<file path="src/rtl/muldiv_unit.sv">
// Iterative MIPS multiply/divide unit holding the architectural HI/LO registers.
// One radix-2 shift-add (multiply) or restoring shift-subtract (divide) step per cycle.
module muldiv_unit #(
  parameter int WIDTH = 32
) (
  input  logic             clk,
  input  logic             rst,
  input  logic             start,
  input  logic [1:0]       op,
  input  logic [WIDTH-1:0] a,
  input  logic [WIDTH-1:0] b,
  input  logic             hi_we,
  input  logic             lo_we,
  input  logic [WIDTH-1:0] wd,
  output logic [WIDTH-1:0] hi,
  output logic [WIDTH-1:0] lo,
  output logic             busy,
  output logic             done
);

  localparam int CW = $clog2(WIDTH);

  typedef enum logic [1:0] {
    IDLE,
    CALC,
    FIX
  } state_t;

  state_t               state_q;
  logic [CW-1:0]        count_q;
  logic                 isDiv_q;
  logic                 sa_q;
  logic                 sb_q;
  logic                 bZero_q;
  logic [WIDTH-1:0]     opB_q;
  logic [WIDTH-1:0]     aOrig_q;
  logic [2*WIDTH-1:0]   acc_q;
  logic [2*WIDTH-1:0]   acc_d;
  logic [WIDTH-1:0]     hi_q;
  logic [WIDTH-1:0]     lo_q;
  logic                 busy_q;
  logic                 done_q;

  logic [WIDTH-1:0]     absA;
  logic [WIDTH-1:0]     absB;
  logic [WIDTH:0]       mulSum;
  logic [WIDTH+1:0]     divDiff;
  logic [2*WIDTH-1:0]   prodRes;
  logic [WIDTH-1:0]     quotRes;
  logic [WIDTH-1:0]     remRes;

  // op[0]==0 selects the signed variants; the most negative value keeps its
  // own bit pattern as magnitude, which is correct when read as unsigned.
  always_comb begin
    absA    = (!op[0] && a[WIDTH-1]) ? -a : a;
    absB    = (!op[0] && b[WIDTH-1]) ? -b : b;
    mulSum  = {1'b0, acc_q[2*WIDTH-1:WIDTH]} + (acc_q[0] ? {1'b0, opB_q} : '0);
    divDiff = {1'b0, acc_q[2*WIDTH-1:WIDTH-1]} - {2'b00, opB_q};
    if (isDiv_q) begin
      acc_d = divDiff[WIDTH+1] ? {acc_q[2*WIDTH-2:0], 1'b0}
                               : {divDiff[WIDTH-1:0], acc_q[WIDTH-2:0], 1'b1};
    end else begin
      acc_d = {mulSum, acc_q[WIDTH-1:1]};
    end
    prodRes = (sa_q ^ sb_q) ? -acc_q : acc_q;
    quotRes = (sa_q ^ sb_q) ? -acc_q[WIDTH-1:0] : acc_q[WIDTH-1:0];
    remRes  = sa_q ? -acc_q[2*WIDTH-1:WIDTH] : acc_q[2*WIDTH-1:WIDTH];
  end

  always_ff @(posedge clk) begin
    if (rst) begin
      state_q <= IDLE;
      count_q <= '0;
      isDiv_q <= 1'b0;
      sa_q    <= 1'b0;
      sb_q    <= 1'b0;
      bZero_q <= 1'b0;
      opB_q   <= '0;
      aOrig_q <= '0;
      acc_q   <= '0;
      hi_q    <= '0;
      lo_q    <= '0;
      busy_q  <= 1'b0;
      done_q  <= 1'b0;
    end else begin
      done_q <= 1'b0;
      case (state_q)
        IDLE: begin
          if (start) begin
            isDiv_q <= op[1];
            sa_q    <= !op[0] && a[WIDTH-1];
            sb_q    <= !op[0] && b[WIDTH-1];
            bZero_q <= (b == '0);
            opB_q   <= absB;
            aOrig_q <= a;
            acc_q   <= {{WIDTH{1'b0}}, absA};
            count_q <= '0;
            busy_q  <= 1'b1;
            state_q <= CALC;
          end else begin
            if (hi_we) hi_q <= wd;
            if (lo_we) lo_q <= wd;
          end
        end
        CALC: begin
          acc_q   <= acc_d;
          count_q <= count_q + 1'b1;
          if (count_q == CW'(WIDTH - 1)) state_q <= FIX;
        end
        FIX: begin
          // A zero divisor returns all-ones quotient and the untouched dividend.
          if (isDiv_q && bZero_q) begin
            hi_q <= aOrig_q;
            lo_q <= '1;
          end else if (isDiv_q) begin
            hi_q <= remRes;
            lo_q <= quotRes;
          end else begin
            hi_q <= prodRes[2*WIDTH-1:WIDTH];
            lo_q <= prodRes[WIDTH-1:0];
          end
          done_q  <= 1'b1;
          busy_q  <= 1'b0;
          state_q <= IDLE;
        end
        default: state_q <= IDLE;
      endcase
    end
  end

  assign hi   = hi_q;
  assign lo   = lo_q;
  assign busy = busy_q;
  assign done = done_q;

endmodule

</file>
<file path="config.mk">
export PLATFORM = sky130hd
export DESIGN_NAME = muldiv_unit
export DESIGN_NICKNAME = d
export VERILOG_FILES = /design/src/rtl/muldiv_unit.sv
export SDC_FILE = /design/constraint.sdc
export NUM_CORES = 1
export LEC_CHECK = 0
export ABC_AREA = 1
export CORE_MARGIN = 2
export CORE_UTILIZATION = 59
export CTS_CLUSTER_DIAMETER = 80
export DETAILED_ROUTE_END_ITERATION = 8
export DONT_BUFFER_PORTS = 1
export HOLD_SLACK_MARGIN = 0.03
export PLACE_DENSITY_LB_ADDON = 0.3
export SYNTH_ARGS = -nofsm -noshare
export SYNTH_HDL_FRONTEND = slang
export SYNTH_SLANG_ARGS = --single-unit
</file>
<file path="constraint.sdc">
create_clock -name clk -period 7.2 [get_ports clk]
set_input_delay 1.44 -clock clk [delete_from_list [all_inputs] [get_ports clk]]
set_output_delay 1.44 -clock clk [all_outputs]
set_load 0.03 [all_outputs]
</file>
Word level (Yosys, flattened, before mapping)
Cells that the tools add are included.

Output and inout port bits: 66. Register bits after elaboration: 205. Logic and storage cells: 72.

Mux-type cells: 28. Bitwise operators: 1. Equal/unequal tests: 8. Add/subtract/negate cells: 8. Reduce and logical (&&, ||, !) cells: 14.

Operators by type and width (number): 32-bit 2-to-1 mux (13); 64-bit 2-to-1 mux (4); 32-bit negator (4); 32-bit one-hot mux with 2 select lines (2); 64-bit one-hot mux with 2 select lines (1); 64-bit negator (1); 33-bit by 32-bit subtractor with 34-bit output (1); 32-bit by 32-bit adder with 33-bit output (1); 32-bit logical NOT (1); 2-bit != test, second input constant (5); 5-bit one-hot mux with 2 select lines (1); 2-bit AND reduction (4); 3-bit AND reduction (2); 5-bit by 1-bit adder with 5-bit output, second input constant (1); 5-bit equality test, second input constant (1); 5-bit 2-to-1 mux (1); 2-bit 2-to-1 mux (2); 2-bit one-hot mux with 2 select lines (1); 2-bit nonzero test (2); 1-bit logical AND (3); 2-bit by 1-bit equality test with 1-bit output, second input constant (1); 2-bit equality test, second input constant (1); 2-bit logical NOT (1); 1-bit 2-to-1 mux (2); other kinds (3) (3).

Logic depth before layout (Yosys ltp)
Word-level depth: 5. Gate-level depth with buffers: 20. Mapped depth without buffers: 18.

Worst setup path after synthesis
Ideal clock, no wire load.

Path type: input-to-reg. Start: input b[0]. End: register opB_q[24]. Required time: 7.087 ns. Library setup time: 0.113 ns. Stages: 15. Data arrival time: 2.736 ns. Slack: 4.351 ns. Buffers on the path: 0. Path through: inv_1 ha_1 nand2_1 nor2_1 inv_1 nor2_2 inv_2 nor2_2 nand2_1 nor2_2 nand3_1 nand3_1 nand2_1 o21ai_1 inv_1.

Cells in the longest elaborated chain, start to end: 2.

Ends and longest elaborated chain: start: declaration (RTL line 11) `input logic [WIDTH-1:0] b,`; 32-bit negator (RTL line 56) `absB = (!op[0] && b[WIDTH-1]) ? -b : b;`; 32-bit 2-to-1 mux (RTL line 56); end signal: assignment (RTL line 94) `opB_q <= absB;`; end: declaration (RTL line 35) `logic [WIDTH-1:0] opB_q;`.

No other way between the ends. A chain may end at the register's enable or synchronous reset.

Worst setup path after layout
Start: input start. End: register lo_q[5], in the netlist lo[5].

Cells in the longest elaborated chain, start to end: 2.

Ends and longest elaborated chain: start: declaration (RTL line 8) `input logic start,`; 2-bit != test (no source line); 3-bit AND reduction (no source line); end signal: assignment (RTL line 102) `if (lo_we) lo_q <= wd;`; end signal: assignment (RTL line 117) `lo_q <= quotRes;`; end signal: assignment (RTL line 120) `lo_q <= prodRes[WIDTH-1:0];`; end: declaration (RTL line 40) `logic [WIDTH-1:0] lo_q;`.

No other way between the ends.

==> summary.md <==
| Metric | Value |
|---|---|
| Worst Min Path Start | count_q[3] |
| Worst EP required | 7.61 ns |
| Adder-Cell Fraction of Synth Area | 0.0489 |
| Critical Path Most Common Cell | inv_2 |
| Worst-path clk slew | 0.06 ns |
| CP max stage delay | 0.77 ns |
| DR pass1 iterations | 8 |
| Io pins | 169 |
| Initial antenna violation count | 1 |
| Total CTS buffers | 24 |
| Worst Hold End | count_q[3] |
| Synth-to-layout area growth | 4.89% |
| Simple-Gate Fraction of Synth Area | 0.388 |
| Worst path cell trace | nand2_1 > nor2_4 > buf_4 > inv_2 > o211ai_1 > inv_2 > o21ai_0 > a21oi_1 |
| First DRT Iteration DRCs | between 2000 and 3000 |
| Gr ovfl total | 0 |
| CP endpoint kind | register |
| Highest net fanout along the worst path | between 100 and 150 |
| Via density | 6.09 |
| Skew-Pair Late Insertion Delay | between 0.5 and 0.6 ns |
| TritonCTS clock tree | done |
| Period Utilization, post-route | 0.609 |
| CP top delay family | buffers and inverters |
| Hold Buf Count CTS | 0 |
| Levels on crit path | 8 |
| Most used routing layer | met1 |
| Met2 Use GR | 0.602 |
| Synth Net Count | approximately 3500 |
| Post-Synth XOR/XNOR Area | 0.0159 |
| Reg-to-reg slack, setup | 3.18 ns |
| IR Drop Worst-Case VDD | 0.000204 V |
| CTS max path bufs | 3 |
| Die area | 0.0332 mm^2 |
| Share of the synthesized area in the top cell type | 0.219 |
| Outcome | complete, no violations |
| Met3 GRT Util | 0.145 |
| R2r startpoint | state_q[0] |
| WP data arrival | 4.79 ns |
| Critical Path Start Type | input pin |
| Max Cap Violations | 0 |
| Most frequent cell after synthesis | nand2_1 |
| Clock Sinks | roughly 200 |
| Worst path bufs/invs | 3 |
| Die Y | approximately 180 um |
| Synth area leaders | dfxtp_1 (22%), nand2_1 (18%), a21oi_1 (8.9%), inv_1 (8.9%), nor2_1 (8.0%) |
| Final GP Congestion | 1.07 |
| Htree depth | 1 |
| IO buf count | 0 |
| Total power | just over 4000 uW |
| Mux cell area share after synthesis | 0 |
| Ys async rst share | 0 |
| #FFs+latches synth | 205 |
| Top cells by count, synth | nand2_1 (881), inv_1 (444), nor2_1 (399) |
| Post-route DRC | 0 |
| Vias in the first global route | 19763 |
| Detailed Place HPWL | approximately 57000 um |
| Vias | 22279 |
| Postcts setup bufs | 0 |
| Antenna Nets Post-Route | 0 |
| Post-Syn Instances | 3328 |
| TNS Setup | 0 ns |
| Core area | roughly 0.031 mm^2 |
| Prevailing post-synth register cell | dfxtp_1 |
| Worst reg2reg path depth | 9 |
| Global Route Usage Sum | 0.432 |
| Root Driver | clkbuf_16 |
| Post-route cell area | 0.0197 mm^2 |
| Synth unique cells | 53 |
| CP Class | input pin to register |
| Initial Utilization | 0.597 |
| Fin. Hold Viols | 0 |
| WL final | between 70000 and 80000 um |
| Measured slew at the worst slew-check pin | 1.40 ns |
| Final Net Count | about 3400 |
| Post-CTS sizing | 0 |
| PD cells | 209 mW/mm^2 |
| Max-slew headroom | 0.0651 |
| First-pass GRT wire length | 112000 um |
| Wire per inst | 20.3 um |
| Area leader, netlist | dfxtp_1 |
| Syn. warnings | 0 |
| Sequential fraction of the synthesis area | 0.219 |
| CP max stage cell | o211ai_1 |
| Crit path time final | 4.38 ns |
| Hold path depth | 2 |
| Largest net degree at the start of global routing | 106 |
| Leakage | about 0.0098 uW |
| Mapped cell area | 0.0187 mm^2 |
| Layout cell share with drive strength beyond 1 | 0.0553 |
| Main combinational cell family by area after synthesis | simple AND/OR/NAND/NOR gates |
| Final Setup Violations | 0 |
| Die W | 182 um |
| RSZ-0062 raised after global routing | false |
| Clock Skew | approximately 0.03 ns |
| Hold Path Class | register to register |
| Final count of pins violating max slew | 0 |
| Number of synthesized flops with an enable pin | 0 |
| Mean Syn Cell Area | 5.63 um^2 |
| Worst r2r dst | lo[5] |
| Met1 usage | 0.627 |
| Compound-Gate Fraction of Synth Area | 0.204 |
| Max Freq | 228 MHz |
| DP Area | 0.0188 mm^2 |
| # rows | between 60 and 70 |
## cell families after synthesis
| kind of cell | count (synthesis) |
|---|---|
| buf+inv | 602 |
| fa+ha+maj | 72 |
| xor+xnor | 34 |
| simple gates | 1698 |
| flops | 205 |
| compound gates | 717 |
## layout by cell type (no fill, tap or decap), types with 8 or more instances in the layout
cell type	synthesis	final
o21ai_1	26	26
a21oi_2	18	18
nand3_2	28	28
nand4_1	38	38
nand2_2	17	18
clkbuf_16	0	24
o211ai_1	9	9
nor2_1	399	396
ha_1	70	70
xnor2_1	9	9
a21oi_1	335	335
nor3_1	32	32
dfxtp_1	205	204
nand3_1	249	249
inv_1	444	443
inv_2	21	21
o21bai_1	8	8
nor2_2	11	10
nand2_1	881	880
nand3b_1	15	15
buf_4	2	18
a31oi_1	17	17
o21ai_0	276	276
xor2_1	25	25
## registers in the layout, summed over array words and instances, names as in the netlist
| name | count |
|---|---|
| acc_q | 64 |
| aOrig_q | 32 |
| hi | 32 |
| lo | 32 |
| opB_q | 32 |
| count_q | 5 |
| state_q | 2 |
| bZero_q | 1 |
| busy | 1 |
| done | 1 |
| isDiv_q | 1 |
| sa_q | 1 |
| sb_q | 1 |
## how the worst max path moves through the flow
stage               startpoint        end  slack, ns
floorplan                 b[0]  opB_q[24]       4.35
finish                   start      lo[5]       2.82
detailed placement       start      lo[4]       2.44
global placement         start      lo[4]       2.55
CTS                      start     lo[21]       2.99
global route             start      lo[4]       2.51
## routing by layer
layer	share of wire	wire length [um]	up-vias
met4	0.029	2180	2
met2	0.39	29000	1380
met3	0.16	11900	134
li1	-	-	10563
met5	0.00013	10	-
met1	0.42	31300	10200
## cell type report
type                            count  area (um^2)
Multi-Input combinational cell   2521        12300
Fill cell                        3132        11700
Sequential cell                   205         4110
Inverter                          467         1760
Clock buffer                       34          668
Tap cell                          402          503
Clock inverter                     10          154
Timing Repair Buffer               18          135
Antenna cell                        1         2.50
## power breakdown
| part | switching (uW) | leakage (uW) | internal, uW |
|---|---|---|---|
| sequential | 198 | 0.00169 | 1230 |
| clock | 525 | 0.000401 | 760 |
| combinational | 993 | 0.00775 | 406 |
## tightest hold or removal path: stages (launching register included)
cell and delay [ns]:
dfxtp_1 0.31, nand2_1 0.06, a21oi_1 0.06
## metrics by stage
stage	hold WS [ns]	setup WS (ns)	utilization	std cells
2_1_floorplan	0.430	4.35	-	3328
3_3_place_gp	0.445	2.55	0.600	3613
3_5_place_dp	0.463	2.44	0.600	3613
4_1_cts	0.472	2.99	0.626	3657
5_1_grt	0.499	2.51	0.626	3657
6_report	0.474	2.82	0.626	3658
Power figures use the tool's default switching activity.
